[src/rtl/hiss_tx_deser_if.sv]
// HISS deserializer bus interface.
// Carries the serial inputs recovered by the LVDS pad receivers (enable,
// I/Q bits, counter clear) toward the deserializer, and the framed parallel
// samples, strobes, busy flag and counters back toward the baseband/register side.
//   master : drives hiss_deser_en, hiss_txi, hiss_txq, cnt_clr; observes outputs
//   slave  : the deserializer itself
interface hiss_tx_deser_if #(
    parameter int DATA_W = 8,
    parameter int CNT_W  = 8
);
    logic              hiss_deser_en;
    logic              hiss_txi;
    logic              hiss_txq;
    logic              cnt_clr;
    logic [DATA_W-1:0] rx_i_data;
    logic [DATA_W-1:0] rx_q_data;
    logic              rx_valid;
    logic              rx_frame_err;
    logic              busy;
    logic [CNT_W-1:0]  frame_cnt;
    logic [CNT_W-1:0]  err_cnt;

    modport master (
        output hiss_deser_en, hiss_txi, hiss_txq, cnt_clr,
        input  rx_i_data, rx_q_data, rx_valid, rx_frame_err, busy, frame_cnt, err_cnt
    );

    modport slave (
        input  hiss_deser_en, hiss_txi, hiss_txq, cnt_clr,
        output rx_i_data, rx_q_data, rx_valid, rx_frame_err, busy, frame_cnt, err_cnt
    );
endinterface

[src/rtl/hiss_tx_deser.sv]
// HISS transmit-path deserializer.
// Frames the serial I/Q bit streams from the LVDS receivers into parallel
// DATA_W-bit sample pairs. Frame: start (I=1,Q=1), DATA_W data bits MSB first,
// stop (I=0,Q=0). Good frames update rx_i_data/rx_q_data with a one-cycle
// rx_valid; a bad stop gives a one-cycle rx_frame_err and leaves data untouched.
// Saturating frame_cnt/err_cnt with synchronous clear.
//   hiss_clk   : bit clock, rising edge
//   hiss_reset : asynchronous, active-high reset
//   bus        : hiss_tx_deser_if slave modport (serial in, parallel/status out)
//
//   state | meaning
//   IDLE  | waiting for start (both lines high while enabled)
//   DATA  | shifting DATA_W bits into the I/Q shifters
//   STOP  | checking the stop bit, committing or rejecting the frame
module hiss_tx_deser #(
    parameter int DATA_W = 8,
    parameter int CNT_W  = 8
) (
    input  logic               hiss_clk,
    input  logic               hiss_reset,
    hiss_tx_deser_if.slave     bus
);
    localparam int BCNT_W = (DATA_W > 1) ? $clog2(DATA_W) : 1;
    localparam logic [CNT_W-1:0] CNT_MAX = {CNT_W{1'b1}};

    typedef enum logic [1:0] {
        IDLE = 2'd0,
        DATA = 2'd1,
        STOP = 2'd2
    } state_t;

    state_t              state_q, state_d;
    logic [BCNT_W-1:0]   bit_cnt_q, bit_cnt_d;
    logic [DATA_W-1:0]   i_shift_q, i_shift_d;
    logic [DATA_W-1:0]   q_shift_q, q_shift_d;
    logic [DATA_W-1:0]   rx_i_q, rx_i_d;
    logic [DATA_W-1:0]   rx_q_q, rx_q_d;
    logic                rx_valid_q, rx_valid_d;
    logic                rx_err_q, rx_err_d;
    logic                busy_q, busy_d;
    logic [CNT_W-1:0]    frame_cnt_q, frame_cnt_d;
    logic [CNT_W-1:0]    err_cnt_q, err_cnt_d;

    always_comb begin
        state_d     = state_q;
        bit_cnt_d   = bit_cnt_q;
        i_shift_d   = i_shift_q;
        q_shift_d   = q_shift_q;
        rx_i_d      = rx_i_q;
        rx_q_d      = rx_q_q;
        rx_valid_d  = 1'b0;
        rx_err_d    = 1'b0;
        frame_cnt_d = frame_cnt_q;
        err_cnt_d   = err_cnt_q;

        if (!bus.hiss_deser_en) begin
            // Disabling drops any partial frame silently.
            state_d = IDLE;
        end else begin
            case (state_q)
                IDLE: begin
                    if (bus.hiss_txi && bus.hiss_txq) begin
                        state_d   = DATA;
                        bit_cnt_d = BCNT_W'(DATA_W - 1);
                    end
                end
                DATA: begin
                    i_shift_d = {i_shift_q[DATA_W-2:0], bus.hiss_txi};
                    q_shift_d = {q_shift_q[DATA_W-2:0], bus.hiss_txq};
                    if (bit_cnt_q == '0) begin
                        state_d = STOP;
                    end else begin
                        bit_cnt_d = bit_cnt_q - 1'b1;
                    end
                end
                STOP: begin
                    state_d = IDLE;
                    if (!bus.hiss_txi && !bus.hiss_txq) begin
                        rx_i_d     = i_shift_q;
                        rx_q_d     = q_shift_q;
                        rx_valid_d = 1'b1;
                    end else begin
                        rx_err_d   = 1'b1;
                    end
                end
                default: state_d = IDLE;
            endcase
        end

        if (rx_valid_d && (frame_cnt_q != CNT_MAX)) begin
            frame_cnt_d = frame_cnt_q + 1'b1;
        end
        if (rx_err_d && (err_cnt_q != CNT_MAX)) begin
            err_cnt_d = err_cnt_q + 1'b1;
        end
        // Clear wins over a same-cycle increment.
        if (bus.cnt_clr) begin
            frame_cnt_d = '0;
            err_cnt_d   = '0;
        end

        busy_d = (state_d == DATA) || (state_d == STOP);
    end

    always_ff @(posedge hiss_clk or posedge hiss_reset) begin
        if (hiss_reset) begin
            state_q     <= IDLE;
            bit_cnt_q   <= '0;
            i_shift_q   <= '0;
            q_shift_q   <= '0;
            rx_i_q      <= '0;
            rx_q_q      <= '0;
            rx_valid_q  <= 1'b0;
            rx_err_q    <= 1'b0;
            busy_q      <= 1'b0;
            frame_cnt_q <= '0;
            err_cnt_q   <= '0;
        end else begin
            state_q     <= state_d;
            bit_cnt_q   <= bit_cnt_d;
            i_shift_q   <= i_shift_d;
            q_shift_q   <= q_shift_d;
            rx_i_q      <= rx_i_d;
            rx_q_q      <= rx_q_d;
            rx_valid_q  <= rx_valid_d;
            rx_err_q    <= rx_err_d;
            busy_q      <= busy_d;
            frame_cnt_q <= frame_cnt_d;
            err_cnt_q   <= err_cnt_d;
        end
    end

    assign bus.rx_i_data    = rx_i_q;
    assign bus.rx_q_data    = rx_q_q;
    assign bus.rx_valid     = rx_valid_q;
    assign bus.rx_frame_err = rx_err_q;
    assign bus.busy         = busy_q;
    assign bus.frame_cnt    = frame_cnt_q;
    assign bus.err_cnt      = err_cnt_q;
endmodule

[src/flat_wrapper.sv]
// flat-port wrapper written by rule: the top's interface ports become plain ports
module hiss_tx_deser_flat 
#(
    parameter int DATA_W = 8,
    parameter int CNT_W  = 8
)
  (hiss_clk, hiss_reset, bus_hiss_deser_en, bus_hiss_txi, bus_hiss_txq, bus_cnt_clr, bus_rx_i_data, bus_rx_q_data, bus_rx_valid, bus_rx_frame_err, bus_busy, bus_frame_cnt, bus_err_cnt);
  hiss_tx_deser_if #(.DATA_W(DATA_W), .CNT_W(CNT_W)) bus_i ();
  input  logic hiss_clk;
  input  logic hiss_reset;
  input wire logic [$bits(bus_i.hiss_deser_en)-1:0] bus_hiss_deser_en;
  input wire logic [$bits(bus_i.hiss_txi)-1:0] bus_hiss_txi;
  input wire logic [$bits(bus_i.hiss_txq)-1:0] bus_hiss_txq;
  input wire logic [$bits(bus_i.cnt_clr)-1:0] bus_cnt_clr;
  output wire logic [$bits(bus_i.rx_i_data)-1:0] bus_rx_i_data;
  output wire logic [$bits(bus_i.rx_q_data)-1:0] bus_rx_q_data;
  output wire logic [$bits(bus_i.rx_valid)-1:0] bus_rx_valid;
  output wire logic [$bits(bus_i.rx_frame_err)-1:0] bus_rx_frame_err;
  output wire logic [$bits(bus_i.busy)-1:0] bus_busy;
  output wire logic [$bits(bus_i.frame_cnt)-1:0] bus_frame_cnt;
  output wire logic [$bits(bus_i.err_cnt)-1:0] bus_err_cnt;
  assign bus_i.hiss_deser_en = bus_hiss_deser_en;
  assign bus_i.hiss_txi = bus_hiss_txi;
  assign bus_i.hiss_txq = bus_hiss_txq;
  assign bus_i.cnt_clr = bus_cnt_clr;
  assign bus_rx_i_data = bus_i.rx_i_data;
  assign bus_rx_q_data = bus_i.rx_q_data;
  assign bus_rx_valid = bus_i.rx_valid;
  assign bus_rx_frame_err = bus_i.rx_frame_err;
  assign bus_busy = bus_i.busy;
  assign bus_frame_cnt = bus_i.frame_cnt;
  assign bus_err_cnt = bus_i.err_cnt;
  hiss_tx_deser #(.DATA_W(DATA_W), .CNT_W(CNT_W)) u_core (.hiss_clk(hiss_clk), .hiss_reset(hiss_reset), .bus(bus_i));
endmodule
[config.mk]
export PLATFORM = sky130hd
export DESIGN_NAME = hiss_tx_deser_flat
export DESIGN_NICKNAME = d
export VERILOG_FILES = /design/src/rtl/hiss_tx_deser_if.sv /design/src/rtl/hiss_tx_deser.sv /design/src/flat_wrapper.sv
export SDC_FILE = /design/constraint.sdc
export NUM_CORES = 1
export LEC_CHECK = 0
export BUFFER_PORTS_ARGS = -buffer_cell sky130_fd_sc_hd__buf_2
export CORE_ASPECT_RATIO = 0.9
export CORE_MARGIN = 2
export CORE_UTILIZATION = 59
export CTS_CLUSTER_DIAMETER = 40
export CTS_CLUSTER_SIZE = 40
export DETAILED_ROUTE_END_ITERATION = 7
export GPL_ROUTABILITY_DRIVEN = 0
export HOLD_SLACK_MARGIN = 0.02
export PLACE_DENSITY = 0.85
export SLEW_MARGIN = 20
export SYNTH_ARGS = -nofsm -noshare
export SYNTH_HDL_FRONTEND = slang
export SYNTH_SLANG_ARGS = --single-unit
[constraint.sdc]
create_clock -name hiss_clk -period 5.4 [get_ports hiss_clk]
set_input_delay 1.35 -clock hiss_clk [delete_from_list [all_inputs] [get_ports hiss_clk]]
set_output_delay 1.35 -clock hiss_clk [all_outputs]
set_load 0.01 [all_outputs]
Word-level counts from Yosys, hierarchy flattened
Index checks and enable logic that the tools add are counted.
{ "totals": {"inputBits": 6, "register_bits": 56, "wordCells": 54} }
{ "op_classes": {"reduce_logical": 15, "mux": 17, "eq_ne": 8, "addsub": 3} }
{ "ops": {"columns": ["operator", "n"], "rows": [
  ["$mux W8", 4],
  ["$add A8 B1 Y8 const B", 2],
  ["$ne A8 B8 Y1 const B", 2],
  ["$mux W1", 6],
  ["$mux W2", 3],
  ["$mux W3", 2],
  ["$pmux W3 S2", 1],
  ["$reduce_bool A2 Y1", 3],
  ["$eq A2 B1 Y1 const B", 2],
  ["$eq A2 B2 Y1 const B", 2],
  ["$logic_and A1 B1 Y1", 4],
  ["$pmux W2 S2", 1],
  ["$reduce_and A4 Y1", 1],
  ["$logic_not A3 Y1", 1],
  ["$reduce_and A3 Y1", 1],
  ["$sub A3 B1 Y3 const B", 1],
  ["$logic_not A1 Y1", 2],
  ["$logic_not A2 Y1", 1],
  ["$ne A2 B1 Y1 const B", 1],
  ["$ne A2 B2 Y1 const B", 1],
  ["$reduce_and A2 Y1", 1],
  ["$logic_or A1 B1 Y1", 1]
]} }

Depth between registers and ports, before layout
Gate-level depths: netlist of the first run.
{ "logic_depth": {"word_depth": 8, "ltp_mapped": 6, "depth_no_buf": 6} }

Worst setup path after synthesis of the first run
No wires, ideal clock.
{ "synth_timing": {"kind": "input to register", "from": "input bus_hiss_txi", "to": "register u_core.frame_cnt_q[5], in the netlist u_core.bus.frame_cnt[5]", "t_required_ns": 5.322, "slack_ns": 2.879, "t_arrival_ns": 2.443, "path_stages": 4, "path_cell_list": "or2_4 -> or2_4 -> or4_1 -> a21oi_1"} }
{ "synth_via": {"elab_chain_len": 7} }
{ "synth_lines": {"columns": ["element", "line", "rtl"], "rows": [
  ["from (decl)", "flat_wrapper.sv:12", "input wire logic [$bits(bus_i.hiss_txi)-1:0] bus_hiss_txi;"],
  ["$logic_not A1 Y1", "hiss_tx_deser.sv:78", "if (!bus.hiss_txi && !bus.hiss_txq) begin"],
  ["$logic_and A1 B1 Y1", "hiss_tx_deser.sv:78", null],
  ["$mux W1", "hiss_tx_deser.sv:78", null],
  ["$mux W1", "hiss_tx_deser.sv:60", "case (state_q)"],
  ["$mux W1", "hiss_tx_deser.sv:56", "if (!bus.hiss_deser_en) begin"],
  ["$logic_and A1 B1 Y1", "hiss_tx_deser.sv:90", "if (rx_valid_d && (frame_cnt_q != CNT_MAX)) begin"],
  ["$reduce_bool A2 Y1 (no line)", null, null],
  ["to (signal assigned)", "hiss_tx_deser.sv:128", "frame_cnt_q <= frame_cnt_d;"],
  ["to (decl)", "hiss_tx_deser.sv:41", "logic [CNT_W-1:0] frame_cnt_q, frame_cnt_d;"]
]} }
No other way between the ends.
A chain may end at the register's enable or synchronous reset.

Final worst setup path of the first run
{ "layout_timing": {"from": "input bus_hiss_deser_en", "to": "register u_core.err_cnt_q[5], in the netlist u_core.bus.err_cnt[5]"} }
{ "layout_via": {"elab_chain_len": 3} }
{ "layout_lines": {"columns": ["element", "line", "rtl"], "rows": [
  ["from (decl)", "flat_wrapper.sv:11", "input wire logic [$bits(bus_i.hiss_deser_en)-1:0] bus_hiss_deser_en;"],
  ["$mux W1", "hiss_tx_deser.sv:56", null],
  ["$logic_and A1 B1 Y1", "hiss_tx_deser.sv:93", "if (rx_err_d && (err_cnt_q != CNT_MAX)) begin"],
  ["$reduce_bool A2 Y1 (no line)", null, null],
  ["to (signal assigned)", "hiss_tx_deser.sv:129", "err_cnt_q <= err_cnt_d;"],
  ["to (decl)", "hiss_tx_deser.sv:42", "logic [CNT_W-1:0] err_cnt_q, err_cnt_d;"]
]} }
No other way between the ends.

==> results of run 1 <==
cells in the final DEF (no fill, tap or decap), drive strengths merged, types with 3 or more instances in the layout:
cell type  netlist  routed
nand2           56      56
dfrtp           56      56
buf              6      40
mux2            18      18
a21oi           13      13
nand3            8       8
clkbuf           1       7
nor2             5       5
o21ai            5       5
or3              4       4
o31ai            4       4
or4              4       4
ha               4       4
inv              4       4
nor3             3       3
nand3b           3       3
cells by family (layout without fill, tap and decap cells):
family,count (synthesis),count (layout),share of synthesized area [%]
xor+xnor,2,2,0.730
buf+inv,12,52,2.09
mux,19,19,8.87
compound gates,29,29,7.30
simple gates,98,98,20.5
fa+ha+maj,4,4,2.09
flops,56,56,58.4
area by class of cell:
cell class                 instances  area (µm²)
clock buffer                       7        96.3
fill                             285        1090
inverter                           5        21.3
multi-input combinational        152         947
sequential                        56        1400
tap                               46        57.6
timing repair buffer              40         200
path summary, 6_finish.rpt:
kind	from	endpoint	depth (start not counted)
max in group asynchronous	hiss_reset	u_core.bus.err_cnt[4]	2
worst max-delay path	bus_hiss_deser_en	u_core.bus.err_cnt[5]	5
worst min register to register	u_core.bus.rx_i_data[5]	u_core.bus.rx_i_data[5]	2
worst min-delay path	u_core.bus.rx_i_data[5]	u_core.bus.rx_i_data[5]	2
worst max register to register	u_core.bus.err_cnt[0]	u_core.bus.err_cnt[5]	5
min in group asynchronous	hiss_reset	u_core.bus.rx_q_data[5]	2
sequential cells by signal, indices dropped and copies added (netlist names), 2 cells and up:
signal and count:
u_core.bit_cnt_q 3, u_core.bus.err_cnt 8, u_core.bus.frame_cnt 8, u_core.bus.rx_i_data 8
u_core.bus.rx_q_data 8, u_core.i_shift_q 8, u_core.q_shift_q 8, u_core.state_q 2
synthesized netlist by cell type, types with 2 or more instances:
| cell | n | area share, % |
|---|---|---|
| nor2_1 | 5 | 0.78 |
| o31ai_1 | 4 | 1.3 |
| a21oi_1 | 13 | 2.7 |
| nand4_1 | 2 | 0.52 |
| mux2_2 | 18 | 8.5 |
| o21ai_0 | 5 | 1.0 |
| and2_1 | 2 | 0.52 |
| nand3_1 | 8 | 1.7 |
| buf_1 | 2 | 0.31 |
| nand3b_1 | 2 | 0.63 |
| dfrtp_1 | 56 | 58 |
| ha_1 | 4 | 2.1 |
| nor3_1 | 3 | 0.63 |
| and4_1 | 2 | 0.73 |
| or3_1 | 4 | 1.0 |
| or4_1 | 4 | 1.3 |
| nor3b_1 | 2 | 0.63 |
| or2_4 | 2 | 0.73 |
| nand2_1 | 56 | 8.8 |
| inv_1 | 4 | 0.63 |
| buf_2 | 4 | 0.83 |
metal layers:
metal	part of all wire [%]	vias up	track usage [%]	routed length (µm)
met5	0	-	0	0
met4	1.2	0	7.31	50
met3	4.5	5	5.29	192
met2	51	36	33.7	2160
met1	44	845	28.0	1880
li1	-	843	-	-
report_power, final:
part / leakage, nW / internal [mW] / switching (mW) / total [mW]
registers: 0.750 / 0.468 / 0.0342 / 0.502
logic: 0.639 / 0.0443 / 0.0299 / 0.0743
clock network: 0.0503 / 0.114 / 0.122 / 0.236
total: 1.44 / 0.627 / 0.186 / 0.812
tightest hold or removal path: cells and delay by family, from the launching register on:
kind / cells / cell delay [ns]
flip-flops: 1 / 0.35
AND/OR/NAND/NOR: 2 / 0.10
==> impl_metrics.yaml, run 1 <==
drt:
  drt_wl_total_um: 4280
  ant_nets: 0
  drtPass1Iterations: 4
  routed_via_density: 5.65
  post-route-drc-count: 0
  vias: 1729
  drt_iter0_markers: 143
  wl_per_cell_um: 14.0
layout:
  drive_gt1_share_pct: 26.9
  syn_to_final_growth_pct: 13.6
  post-route-util_pct: 71.5
  fin_nets: 270
  fin_area_mm2: 0.00272
  diodes: 0
  instances_no_fill: 306
logic_synthesis:
  synth_area_mm2: 0.00240
  yosys_warnings: 0
  synth-seq-cells: 56
  synthArstFlopShare_pct: 100
  yosysUniqueCellTypes: 39
  syn_inst: 220
  synth_seq_area_share_pct: 58.4
  synth_nets: 230
  synth-main-ff-cell: "dfrtp_1"
  synth_edf_count: 0
  postSynthAreaPerCell_um2: 10.9
cts:
  cts_htree_levels: 2
  clockRootBuffer: "clkbuf_8"
  cts.repair.resized: 0
  cts_setup_buffers: 0
  cts_tree: "yes"
  clk_pin_slew_ns: 0.09
  cts_made_buffers: 5
  clk_latency_ns: 0.30
  cts.path.max_buffers: 2
  numClockSinks: 56
  hold_buffers: 0
outcome:
  status: "finished clean"
pwr:
  powerDensity_mw_per_mm2: 298
  p_total_mw: 0.812
  irDropWorstVdd_v: 0.000211
  cellLeakagePower_nw: 1.44
worst_setup_path:
  crit_chain: "buf_2 -> and3b_1 -> o211ai_1 -> or4_1 -> a21oi_1"
  required_ns: 5.63
  cp_max_fo: 14
  worstSetupPathType: "primary input to flop"
  arrival_ns: 2.74
  cp_top_family: "simple AND/OR/NAND/NOR gates"
  crit_path_end_kind: "flop"
  cp-start-kind: "primary input"
  critPathMaxStageDelay_ns: 0.59
  critical_path.n_buffers_inverters: 1
  rrSetupSlack_ns: 3.49
  slowest_stage: "or4_1"
sta:
  holdWs_ns: 0.471
  period_share_pct: 46.6
  clock.fmax_ghz: 0.398
  maxSlewHeadroom_pct: 41.0
  rsz0062_at_grt: "no"
  fin_skew_ns: 0.00462
  hold_viol: 0
  tns_ns: 0
  post-route-min-period_ns: 2.51
  slew_violations: 0
  setup_viol: 0
  worst_pin_slew_ns: 0.881
  fin_ws_ns: 2.89
placement:
  portBuffers: 40
  dp_cells: 299
  placed_area_mm2: 0.00263
  hpwl_um: 2980
  place_ws_ns: 2.56
grt:
  antenna_found_initial: 0
  first_global_vias: 1620
  grt_max_degree: 57
  grt_first_pass_wirelength_um: 7480
  track_usage_pct: 21.0
  grt_overflow: 0
run:
  drv_cap: 0
floorplanning:
  io-pin-count: 41
  die_w_um: 71.2
  core_mm2: 0.00381
  rows: 21
  die_h_um: 64.5
  start_util_pct: 63.0
  dieArea_mm2: 0.00459
worst_hold_path:
  hp-class: "flop to flop"
(Power assumes the default switching activity.)
==> inputs of run 2 (changes only) <==
--- a/config.mk
+++ b/config.mk
@@ -5,16 +5,17 @@
 export SDC_FILE = /design/constraint.sdc
 export NUM_CORES = 1
 export LEC_CHECK = 0
+export ABC_AREA = 1
 export BUFFER_PORTS_ARGS = -buffer_cell sky130_fd_sc_hd__buf_2
 export CORE_ASPECT_RATIO = 0.9
 export CORE_MARGIN = 2
-export CORE_UTILIZATION = 59
+export CORE_UTILIZATION = 51
 export CTS_CLUSTER_DIAMETER = 40
 export CTS_CLUSTER_SIZE = 40
 export DETAILED_ROUTE_END_ITERATION = 7
 export GPL_ROUTABILITY_DRIVEN = 0
 export HOLD_SLACK_MARGIN = 0.02
-export PLACE_DENSITY = 0.85
+export PLACE_DENSITY = 0.78
 export SLEW_MARGIN = 20
 export SYNTH_ARGS = -nofsm -noshare
 export SYNTH_HDL_FRONTEND = slang
==> constraint.sdc (replaced) <==
create_clock -name hiss_clk -period 2.1 [get_ports hiss_clk]
set_input_delay 0.525 -clock hiss_clk [delete_from_list [all_inputs] [get_ports hiss_clk]]
set_output_delay 0.525 -clock hiss_clk [all_outputs]
set_load 0.01 [all_outputs]
==> run 2 against run 1 <==
Cell area increased by 11%. Register-to-register slack got worse by 2.8 ns. Global-route usage decreased by 2.4 points. Combinational power increased to 4.7 times the previous value. Sequential share of layout area decreased by 4.9 points. Critical path depth decreased by 4. Clock skew increased by 0.0039 ns. Flip-flop and latch count unchanged. Critical path type is now flop to output port.
==> impl_metrics.yaml, run 2 <==
outcome:
  status: "finished clean"
run:
  drv_cap: 0
logic_synthesis:
  syn_inst: 301
  synth_area_leaders: "dfrtp_1 (53%), nand2_1 (13%), inv_1 (4.7%)"
  synth_area_mm2: 0.00264
  synth_edf_count: 0
  synth-main-ff-cell: "dfrtp_1"
  synthTopCellsByCount: "nand2_1 (89), dfrtp_1 (56), inv_1 (33)"
  yosys_warnings: 0
  synth-seq-cells: 56
  synth_seq_area_share_pct: 53.2
  postSynthAreaPerCell_um2: 8.75
  synth_nets: 311
  synth.largest_area_cell: "dfrtp_1"
  yosysUniqueCellTypes: 24
  synth_top_area_share_pct: 53.2
  synth_most_common_cell: "nand2_1"
  synthArstFlopShare_pct: 100
floorplanning:
  io-pin-count: 41
  die_w_um: 79.8
  dieArea_mm2: 0.00576
  start_util_pct: 53.5
  die_h_um: 72.2
  core_mm2: 0.00492
  rows: 24
worst_setup_path:
  cp-start-kind: "flop"
  timing.rr.end: "u_core.bus.err_cnt[7]"
  crit_chain: "buf_2"
  cp-startpoint: "u_core.bus.err_cnt[3]"
  crit_path_end_kind: "output port"
  rrSetupSlack_ns: 0.70
  cp_top_family: "flip-flops"
  critPathMaxStageDelay_ns: 0.46
  r2r-start: "u_core.bus.err_cnt[0]"
  rr_worst_depth: 8
  required_ns: 1.57
  endpoint: "bus_err_cnt[3]"
  arrival_ns: 0.94
  worstSetupPathType: "flop to output port"
  slowest_stage: "dfrtp_1"
  critical_path.n_buffers_inverters: 1
  cp_max_fo: 6
  crit_cells: 1
drt:
  drt_wl_total_um: 4760
  ant_nets: 0
  wl_per_cell_um: 11.6
  vias: 2071
  routed_via_density: 5.04
  post-route-drc-count: 0
  drtPass1Iterations: 4
  drt_iter0_markers: 103
layout:
  layout_common_cells: "nand2_1 (89), dfrtp_1 (56), buf_2 (40)"
  final_common_cell: "nand2_1"
  syn_to_final_growth_pct: 14.3
  fin_area_mm2: 0.00301
  fin_nets: 355
  diodes: 0
  drive_gt1_share_pct: 23.1
cts:
  numClockSinks: 56
  cts_tree: "yes"
  hold_buffers: 0
  cts.path.max_buffers: 2
  cts.repair.resized: 0
  cts_setup_buffers: 0
  clockRootBuffer: "clkbuf_8"
  cts_made_buffers: 5
  cts_htree_levels: 2
  clk_latency_ns: 0.31
  clk_pin_slew_ns: 0.10
grt:
  grt_first_pass_wirelength_um: 8540
  antenna_found_initial: 0
  first_global_vias: 1950
  grt_max_degree: 57
  track_usage_pct: 18.6
  grt_overflow: 0
sta:
  period_share_pct: 69.6
  hold_viol: 0
  holdWs_ns: 0.248
  setup_viol: 0
  rsz0062_at_grt: "no"
  fin_skew_ns: 0.00851
  maxSlewHeadroom_pct: 77.1
  clock.fmax_ghz: 0.684
  tns_ns: 0
  worst_pin_slew_ns: 0.342
  slew_violations: 0
  post-route-min-period_ns: 1.46
placement:
  hpwl_um: 3440
  portBuffers: 40
  placed_area_mm2: 0.00292
pwr:
  cellLeakagePower_nw: 1.61
  p_total_mw: 2.23
  powerDensity_mw_per_mm2: 740
  irDropWorstVdd_v: 0.000317
worst_hold_path:
  hp-class: "primary input to async pin"
## run 2: changes by cell type after synthesis, sizes merged, moves of 4 or more
cell	before	now
nand3	8	23
a21oi	13	0
nand2	56	93
or4	4	0
o21ai	5	39
or3	4	0
mux2	18	0
nor2	5	28
o31ai	4	0
inv	4	35
## run 2: how the worst min path moves through the flow
stage | start | to | slack (ns) | depth (start not counted)
after floorplan | u_core.i_shift_q[7] | u_core.bus.rx_i_data[7] | 0.45 | 2
after global placement | u_core.bus.rx_q_data[7] | u_core.bus.rx_q_data[7] | 0.46 | 2
after detailed placement | u_core.bus.rx_q_data[5] | u_core.bus.rx_q_data[5] | 0.47 | 2
after CTS | hiss_reset | u_core.bus.rx_i_data[6] | 0.26 | 3
after global routing | hiss_reset | u_core.bus.rx_q_data[6] | 0.27 | 3
final | hiss_reset | u_core.bus.rx_i_data[6] | 0.25 | 3
## run 2: area by class of cell
type | instances | area [µm²]
clock buffer | 5 | 68.8
timing repair buffer | 45 | 263
clock inverter | 3 | 22.5
fill | 413 | 1910
inverter | 35 | 131
sequential | 56 | 1400
tap | 65 | 81.3
multi-input combinational | 202 | 1040
## run 2: stage by stage
| stage | utilization, % | setup slack (ns) | cells |
|---|---|---|---|
| 6_report | 61.2 | 0.638 | 411 |
| 5_1_grt | 61.2 | 0.568 | 411 |
| 4_1_cts | 61.2 | 0.623 | 411 |
| 3_5_place_dp | 59.3 | 0.462 | 403 |
| 3_3_place_gp | 59.3 | 0.530 | 403 |
| 2_1_floorplan | - | 0.204 | 301 |
## run 2: cells by family (layout without fill, tap and decap cells)
family,Yosys count,after routing,share of synthesized area [%]
XOR/XNOR,3,3,0.997
buffers and inverters,43,88,7.17
flip-flops,56,56,53.2
adder cells (fa/ha/maj),4,4,1.90
AO/OA/AOI/OAI,41,41,9.97
AND/OR/NAND/NOR,154,154,26.8
## run 2: metal layers
layer | wire length (µm) | GRT usage, % | vias up | part of all wire [%]
met5 | 0 | 0 | - | 0
met3 | 161 | 3.48 | 6 | 3.4
met2 | 2220 | 31.3 | 35 | 46
met4 | 64 | 5.84 | 0 | 1.3
met1 | 2320 | 24.9 | 986 | 49
li1 | - | - | 1044 | -
## run 2: where the power goes
part / switching (mW) / internal [mW] / leakage (nW)
combinational: 0.227 / 0.118 / 0.796
sequential: 0.0756 / 1.21 / 0.762
clock: 0.354 / 0.240 / 0.0485
